===== src/rtl/regset_wb_arbiter.sv =====
// Writeback arbiter for the register set's single write port: grants one of two
// requesters per cycle and presents the winning write one cycle later.
module regset_wb_arbiter #(
  parameter int DW        = 32,
  parameter int AW        = 5,
  parameter int PRIO_MODE = 0
) (
  input  logic          CLK,
  input  logic          RES,
  input  logic          hold,
  input  logic          flush,
  input  logic          req0_valid,
  input  logic [AW-1:0] req0_addr,
  input  logic [DW-1:0] req0_data,
  output logic          req0_ready,
  input  logic          req1_valid,
  input  logic [AW-1:0] req1_addr,
  input  logic [DW-1:0] req1_data,
  output logic          req1_ready,
  output logic [DW-1:0] D,
  output logic [AW-1:0] A_D,
  output logic          write_enable,
  output logic          wb_busy,
  output logic [15:0]   grant_cnt0,
  output logic [15:0]   grant_cnt1
);

  logic          r_last_grant;
  logic [DW-1:0] r_d;
  logic [AW-1:0] r_ad;
  logic          r_we;
  logic [15:0]   r_cnt0;
  logic [15:0]   r_cnt1;

  logic          w_gnt0;
  logic          w_gnt1;
  logic          w_xfer;
  logic [AW-1:0] w_addr;
  logic [DW-1:0] w_data;

  // r_last_grant=1 means req1 won last, so req0 wins the next contested cycle
  always_comb begin
    w_gnt0 = 1'b0;
    w_gnt1 = 1'b0;
    if (!hold) begin
      if (req0_valid && (PRIO_MODE != 0 || !req1_valid || r_last_grant))
        w_gnt0 = 1'b1;
      else if (req1_valid)
        w_gnt1 = 1'b1;
    end
  end

  assign w_xfer = w_gnt0 | w_gnt1;
  assign w_addr = w_gnt1 ? req1_addr : req0_addr;
  assign w_data = w_gnt1 ? req1_data : req0_data;

  always_ff @(posedge CLK or negedge RES) begin
    if (!RES) begin
      r_last_grant <= 1'b1;
      r_d          <= '0;
      r_ad         <= '0;
      r_we         <= 1'b0;
      r_cnt0       <= '0;
      r_cnt1       <= '0;
    end else begin
      if (w_xfer) begin
        r_d          <= w_data;
        r_ad         <= w_addr;
        r_last_grant <= w_gnt1;
      end
      // r0 is hardwired, so address-0 writes are accepted but never strobed
      r_we <= w_xfer && (w_addr != '0) && !flush;
      if (w_gnt0 && r_cnt0 != '1)
        r_cnt0 <= r_cnt0 + 16'd1;
      if (w_gnt1 && r_cnt1 != '1)
        r_cnt1 <= r_cnt1 + 16'd1;
    end
  end

  assign req0_ready   = w_gnt0;
  assign req1_ready   = w_gnt1;
  assign D            = r_d;
  assign A_D          = r_ad;
  assign write_enable = r_we;
  assign wb_busy      = r_we;
  assign grant_cnt0   = r_cnt0;
  assign grant_cnt1   = r_cnt1;

endmodule


===== config.mk =====
export PLATFORM = sky130hd
export DESIGN_NAME = regset_wb_arbiter
export DESIGN_NICKNAME = d
export VERILOG_FILES = /design/src/rtl/regset_wb_arbiter.sv
export SDC_FILE = /design/constraint.sdc
export NUM_CORES = 1
export LEC_CHECK = 0
export CAP_MARGIN = 20
export CORE_MARGIN = 3
export CORE_UTILIZATION = 39
export CTS_CLUSTER_SIZE = 30
export DETAILED_ROUTE_END_ITERATION = 8
export HOLD_SLACK_MARGIN = 0.02
export PLACE_DENSITY_LB_ADDON = 0.12
export SLEW_MARGIN = 15
export SYNTH_ARGS = -nofsm -noshare
export SYNTH_HDL_FRONTEND = slang
export SYNTH_SLANG_ARGS = --single-unit
export TNS_END_PERCENT = 50

===== constraint.sdc =====
create_clock -name CLK -period 2.14 [get_ports CLK]
set_input_delay 0.535 -clock CLK [delete_from_list [all_inputs] [get_ports CLK]]
set_output_delay 0.535 -clock CLK [all_outputs]
set_load 0.005 [all_outputs]

==> results of run 1 <==
[critical path: stages, from the launching register on]
cell and delay [ns]:
dfstp_2 0.55, and2b_1 0.20, nor2_2 0.09, dlygate4sd2_1 0.33
[worst max-delay path by stage]
stage | start | to | slack [ns] | depth (start not counted)
3_5_place_dp | req1_valid | req1_ready | -0.38 | 5
5_1_grt | r_last_grant$_DFFE_PN1N_ | req0_ready | 0.02 | 3
6_report | r_last_grant$_DFFE_PN1N_ | req0_ready | 0.10 | 3
2_1_floorplan | hold | req0_ready | 0.31 | 3
4_1_cts | r_last_grant$_DFFE_PN1N_ | req0_ready | 0.09 | 3
3_3_place_gp | req1_valid | req1_ready | -0.35 | 5
[per-stage QoR]
| step | TNS (ns) | util | cells |
|---|---|---|---|
| 6_report | 0 | 0.660 | 561 |
| 5_1_grt | 0 | 0.660 | 561 |
| 4_1_cts | 0 | 0.660 | 561 |
| 3_5_place_dp | -5.15 | 0.628 | 545 |
| 3_3_place_gp | -2.61 | 0.628 | 545 |
| 2_1_floorplan | 0 | - | 291 |
[per-layer routing]
| metal | vias to the layer above | track usage |
|---|---|---|
| met5 | - | 0 |
| met4 | 0 | 0.0683 |
| met3 | 15 | 0.0614 |
| met2 | 122 | 0.339 |
| met1 | 1463 | 0.255 |
| li1 | 1405 | - |
[synthesized netlist by cell type (2+ instances only)]
cell,count,area (sq um)
a211oi_1,4,30.0
a21oi_1,2,10.0
a222oi_1,32,320
and3_1,3,18.8
buf_2,7,35.0
clkbuf_1,5,18.8
dfrtp_1,70,1750
ha_1,2,25.0
inv_1,37,139
mux2_1,2,22.5
mux2_2,3,33.8
mux2i_1,5,50.1
nand2_1,15,56.3
nand3_1,12,60.1
nand4_1,3,18.8
nand4b_1,3,26.3
nor2_1,7,26.3
nor3_1,5,25.0
nor4_1,4,25.0
o2111ai_1,3,26.3
o211ai_1,3,22.5
o21ai_0,11,55.1
or2_2,3,18.8
xnor2_1,16,140
xor2_1,10,87.6
[repair_timing]
action                                  in CTS  in global routing
hold buffers                                 0                  0
endpoints found under the setup margin       2                  0
resized for setup                            8                  0
hold endpoints to repair                     0                  0
[registers in the layout (all words and copies together) (netlist names)]
| signal | count |
|---|---|
| D | 32 |
| grant_cnt0 | 16 |
| grant_cnt1 | 16 |
| A_D | 5 |
| r_last_grant | 1 |
| wb_busy | 1 |
[cells by family (layout without fill, tap and decap cells)]
family | count (synthesis) | after routing
DFF | 71 | 71
and+or+nand+nor | 69 | 69
AOI/OAI and AO/OA | 61 | 61
buffers and inverters | 52 | 220
xor gates and xnor gates | 26 | 26
muxes | 10 | 10
adders and majority gates | 2 | 2
[report_power, final]
| group | leakage, nW | internal, W | switching (W) | total (W) |
|---|---|---|---|---|
| sequential | 0.902 | 0.00156 | 0.000212 | 0.00177 |
| combinational | 1.32 | 0.000668 | 0.000382 | 0.00105 |
| clock | 0.116 | 0.000807 | 0.000519 | 0.00133 |
[final cells by class]
cell class	instances	area, sq um
well taps	102	128
flip-flops and latches	71	1780
fillers	647	2710
repair buffers	166	1630
clock buffers	11	141
clock inverters	5	105
multi-input cells	168	1330
inverters	38	143
==> out/results.tsv, run 1 <==
stage	metric	value	unit
sta	slew_headroom	0.698	
clock_tree	cts_max_level	3	
worst_setup_path	arrival	1.50	ns
sta	finalCriticalPeriod	2.04	ns
global_route	grt_max_degree	44	
sta	skew	0.00697	ns
die	initial_core_util	0.416	
placed_design	io_buffers	152	
power_and_ir_drop	power_density	789	mW/mm^2
route	wire_per_inst	17.5	microns
placed_design	place_area	0.00501	sq mm
die	die_h	98.2	microns
final_layout	final_common_cell	clkdlybuf4s50_1	
route	antenna_left	0	
global_route	grt_first_pass_wirelength	16.1	mm
final_layout	antenna_cells	0	
yosys	synth_area	0.00331	sq mm
sta	post-route-period-util	0.952	
final_layout	layout-drive-gt1-share	0.115	
route	drc	0	
yosys	synth-xor-area-share	0.0688	
power_and_ir_drop	ir_worst_vdd	369	uV
outcome	outcome	complete, no violations	
yosys	synth_warnings	0	
yosys	yosys_register_bits	71	
route	firstDrtPassIters	5	
yosys	synth_seq_area_share	0.537	
route	detail_route.iter0.violations	226	
clock_tree	tritoncts	yes	
flow_run	maxCapViolations	0	
route	wirelength_met1	4.01	mm
route	dr_wl_met2	4.86	mm
placed_design	dp_slack	-0.378	ns
die	die_w	98.2	microns
final_layout	layout_common_cells	clkdlybuf4s50_1, dfrtp_1, inv_1	
global_route	antenna_found_initial	0	
yosys	synth_edf_count	0	
clock_tree	cts_buffer_depth	2	
global_route	overflow	0	
power_and_ir_drop	power	0.00415	W
sta	setup_viol	0	
sta	tightest_slew	0.452	ns
clock_tree	path_clk_slew	0.08	ns
worst_setup_path	rr_worst_depth	5	
placed_design	hpwlAfterDp	7.18	mm
global_route	grt_usage	0.204	
worst_setup_path	path_class	flip-flop to output port	
die	die-area	0.00963	sq mm
clock_tree	cts_root_buf	clkbuf_8	
final_layout	final_cell_area	0.00526	sq mm
yosys	synth_cells	291	
yosys	synthSimpleGateAreaFrac	0.130	
clock_tree	clkLatencyLatePin	0.34	ns
worst_setup_path	r2r_end	grant_cnt0[1]$_DFFE_PN0P_	
route	wl	9.80	mm
global_route	grt_pass1_vias	3152	
route	highest_layer	met4	
yosys	synthFlopType	dfrtp_1	
sta	rsz0062_at_grt	no	
sta	maxSlewViolCount	0	
route	dr_total_vias	3005	
worst_setup_path	reg2reg_slack	0.16	ns
power_and_ir_drop	p_leak	2.34	nW
yosys	synth_compound_area_frac	0.160	
clock_tree	cts_buffers	9	
sta	max_freq	491	MHz
worst_setup_path	cp_data_required_time	1.60	ns
worst_setup_path	worstPathMaxFanout	3	
yosys	async_flop_share	1.00	
final_layout	area_growth	58.7	%
clock_tree	clkSinkCount	71	
clock_tree	postCtsSetupBuffers	0	
route	wl_met3	753	microns
die	std_cell_rows	32	
sta	hold_violations	0	
yosys	synthesis.nets	373	
yosys	synth_cell_types	49	
sta	layout_setup_ws	0.102	ns
yosys	syn_avg_cell_area	11.4	sq um
worst_setup_path	endpoint_kind	output port	
die	io_pins	153	
yosys	synth_top_family_by_area	compound AO/OA/AOI/OAI gates	
route	viasPerCell	5.36	
final_layout	layout.nets	536	
die	coreArea	0.00797	sq mm
worst_setup_path	critPathLaunchType	flip-flop	
yosys	synthAdderAreaFrac	0.00756	
worst_setup_path	r2r_start	grant_cnt0[0]$_DFFE_PN0P_	
sta	whs	0.127	ns
yosys	synthMuxAreaShare	0.0321	
placed_design	place.gp.congestion	0.798	
worst_hold_path	hold_path_class	input pin to async pin	
No activity file was read; power rests on OpenSTA's default activity.
==> run 2, diff against run 1 <==
Settings changed: CORE_MARGIN 3 to default, PLACE_DENSITY from default to 0.74, PLACE_DENSITY_LB_ADDON 0.12 to default.
==> out/results.tsv, run 2 (synthesis results as in run 1) <==
stage	metric	value	unit
outcome	outcome	complete, no violations	
final_layout	area_growth	61.1	%
die	die-area	0.00886	sq mm
clock_tree	path_clk_slew	0.08	ns
worst_setup_path	r2r_end	grant_cnt0[7]$_DFFE_PN0P_	
power_and_ir_drop	netSwitchingPower	0.00109	W
sta	tightest_slew	0.600	ns
sta	rsz0062_at_grt	no	
route	antenna_left	0	
worst_setup_path	r2r_start	grant_cnt0[0]$_DFFE_PN0P_	
die	coreArea	0.00822	sq mm
route	drc	0	
worst_setup_path	crit_family	buffers and inverters	
sta	skew	0.0123	ns
global_route	overflow	0	
global_route	grt_first_pass_wirelength	14.5	mm
die	initial_core_util	0.403	
die	io_pins	153	
clock_tree	ctsHoldBuffers	0	
global_route	grt_pass1_vias	2942	
sta	hold_violations	0	
power_and_ir_drop	p_int	0.00304	W
power_and_ir_drop	power_density	773	mW/mm^2
worst_setup_path	cp_common_cell	dlygate4sd2_1	
worst_setup_path	reg2reg_slack	0.27	ns
route	wire_per_inst	16.0	microns
clock_tree	cts_root_buf	clkbuf_8	
worst_setup_path	critPathMaxStageDelay	0.30	ns
sta	finalCriticalPeriod	1.97	ns
flow_run	maxCapViolations	0	
die	die_h	94.2	microns
power_and_ir_drop	p_leak	2.39	nW
global_route	grt_max_degree	37	
route	wl	9.14	mm
clock_tree	postCtsSetupBuffers	0	
worst_setup_path	cp_data_required_time	1.60	ns
sta	maxSlewViolCount	0	
worst_setup_path	path_buf_inv	4	
placed_design	place.gp.congestion	0.789	
global_route	grt_usage	0.215	
final_layout	largest_reg_flops	32	
route	viasPerCell	5.26	
die	die_w	94.2	microns
worst_hold_path	hold_path_class	input pin to async pin	
power_and_ir_drop	ir_worst_vdd	431	uV
global_route	antenna_found_initial	0	
route	detail_route.iter0.violations	193	
sta	slew_headroom	0.600	
die	std_cell_rows	33	
clock_tree	cts_buffers	9	
placed_design	hpwlAfterDp	6.75	mm
power_and_ir_drop	p_sw_frac	0.264	
final_layout	layout-drive-gt1-share	0.133	
route	firstDrtPassIters	9	
clock_tree	cts_buffer_depth	2	
final_layout	antenna_cells	0	
worst_setup_path	cp.depth	6	
worst_setup_path	rr_worst_depth	6	
worst_setup_path	critPathLaunchType	input pin	
final_layout	layout_common_cells	clkdlybuf4s50_1, dfrtp_1, inv_1	
worst_setup_path	endpoint_kind	output port	
sta	max_freq	508	MHz
final_layout	layout.nets	542	
power_and_ir_drop	power	0.00412	W
clock_tree	clkLatencyLatePin	0.34	ns
sta	post-route-period-util	0.921	
route	dr_total_vias	2996	
worst_setup_path	cp_slowest_cell	dlygate4sd2_1	
final_layout	fin_util	0.649	
clock_tree	clkSinkCount	71	
worst_setup_path	path_class	input pin to output port	
power_and_ir_drop	pwr-share-clk	0.318	
placed_design	io_buffers	152	
clock_tree	tritoncts	yes	
clock_tree	cts_max_level	3	
worst_setup_path	crit_chain	dlygate4sd2_1 > buf_4 > nand2_2 > nand2_4 > inv_2 > dlygate4sd2_1	
power_and_ir_drop	seq_power_share	0.426	
worst_setup_path	arrival	1.44	ns
final_layout	nFillCells	668	
sta	setup_viol	0	
worst_setup_path	worstPathMaxFanout	3	
final_layout	final_common_cell	clkdlybuf4s50_1	
power_and_ir_drop	combPwrFrac	0.256	
## run 2: cell count changes in the layout (fill, tap and decap cells not counted), moves of 2 or more
cell / change
dlymetal6s2s_1: +2
buf_4: +4
clkinv_2: +2
dlygate4sd2_1: -2
## run 2: routing by layer
layer	vias to the layer above	part of all wire	global-route usage
met1	1438	0.41	0.269
met3	19	0.079	0.0615
met2	122	0.49	0.345
met4	0	0.022	0.0923
met5	-	0	0
li1	1417	-	-
## run 2: worst max path at each step
stage                                    from                         to  slack [ns]
floorplan                                hold                 req0_ready        0.31
global route        grant_cnt0[0]$_DFFE_PN0P_  grant_cnt0[9]$_DFFE_PN0P_        0.11
global placement                         hold                 req0_ready       -0.35
finish                             req0_valid                 req1_ready        0.17
detailed placement                       hold                 req0_ready       -0.34
CTS                                req1_valid                 req0_ready       0.003
## run 2: metrics by stage
stage | std cells | area, sq um | hold slack (ns) | worst slack (ns) | setup TNS, ns
after floorplan | 291 | 3310 | 0.239 | 0.308 | 0
after global placement | 554 | 5070 | 0.465 | -0.350 | -3.62
after detailed placement | 554 | 5070 | 0.475 | -0.342 | -5.39
after CTS | 570 | 5340 | 0.202 | 0.00329 | 0
after global routing | 570 | 5340 | 0.236 | 0.114 | 0
final | 570 | 5340 | 0.190 | 0.170 | 0
## run 2: worst reg2reg max path, stage by stage (launching register included)
cell	delay, ns
dfrtp_1	0.41
ha_1	0.22
nand4_2	0.15
or3_1	0.46
buf_4	0.20
o2111ai_1	0.21
xnor2_1	0.15
## run 2: area by class of cell
class | instances | area (sq um) | share of cell area
clock inverters | 6 | 108 | 0.0202
inverters | 38 | 143 | 0.0267
flip-flops and latches | 71 | 1780 | 0.333
multi-input cells | 168 | 1350 | 0.253
well taps | 105 | 131 | 0.0246
clock buffers | 10 | 138 | 0.0258
repair buffers | 172 | 1690 | 0.317
## run 2: what timing repair did
item	4_1_cts	5_1_grt
endpoints found under the setup margin	2	2
gates resized for setup	8	3
pin swaps	1	0
## run 2: power by group through the flow
stage / Combinational [W] / Clock, W / Sequential, W
floorplan: 0.000337 / 0 / 0.00177
global placement: 0.00105 / 0 / 0.00177
detailed placement: 0.00107 / 0 / 0.00178
CTS: 0.00107 / 0.00134 / 0.00176
global route: 0.00116 / 0.00140 / 0.00180
finish: 0.00106 / 0.00131 / 0.00176
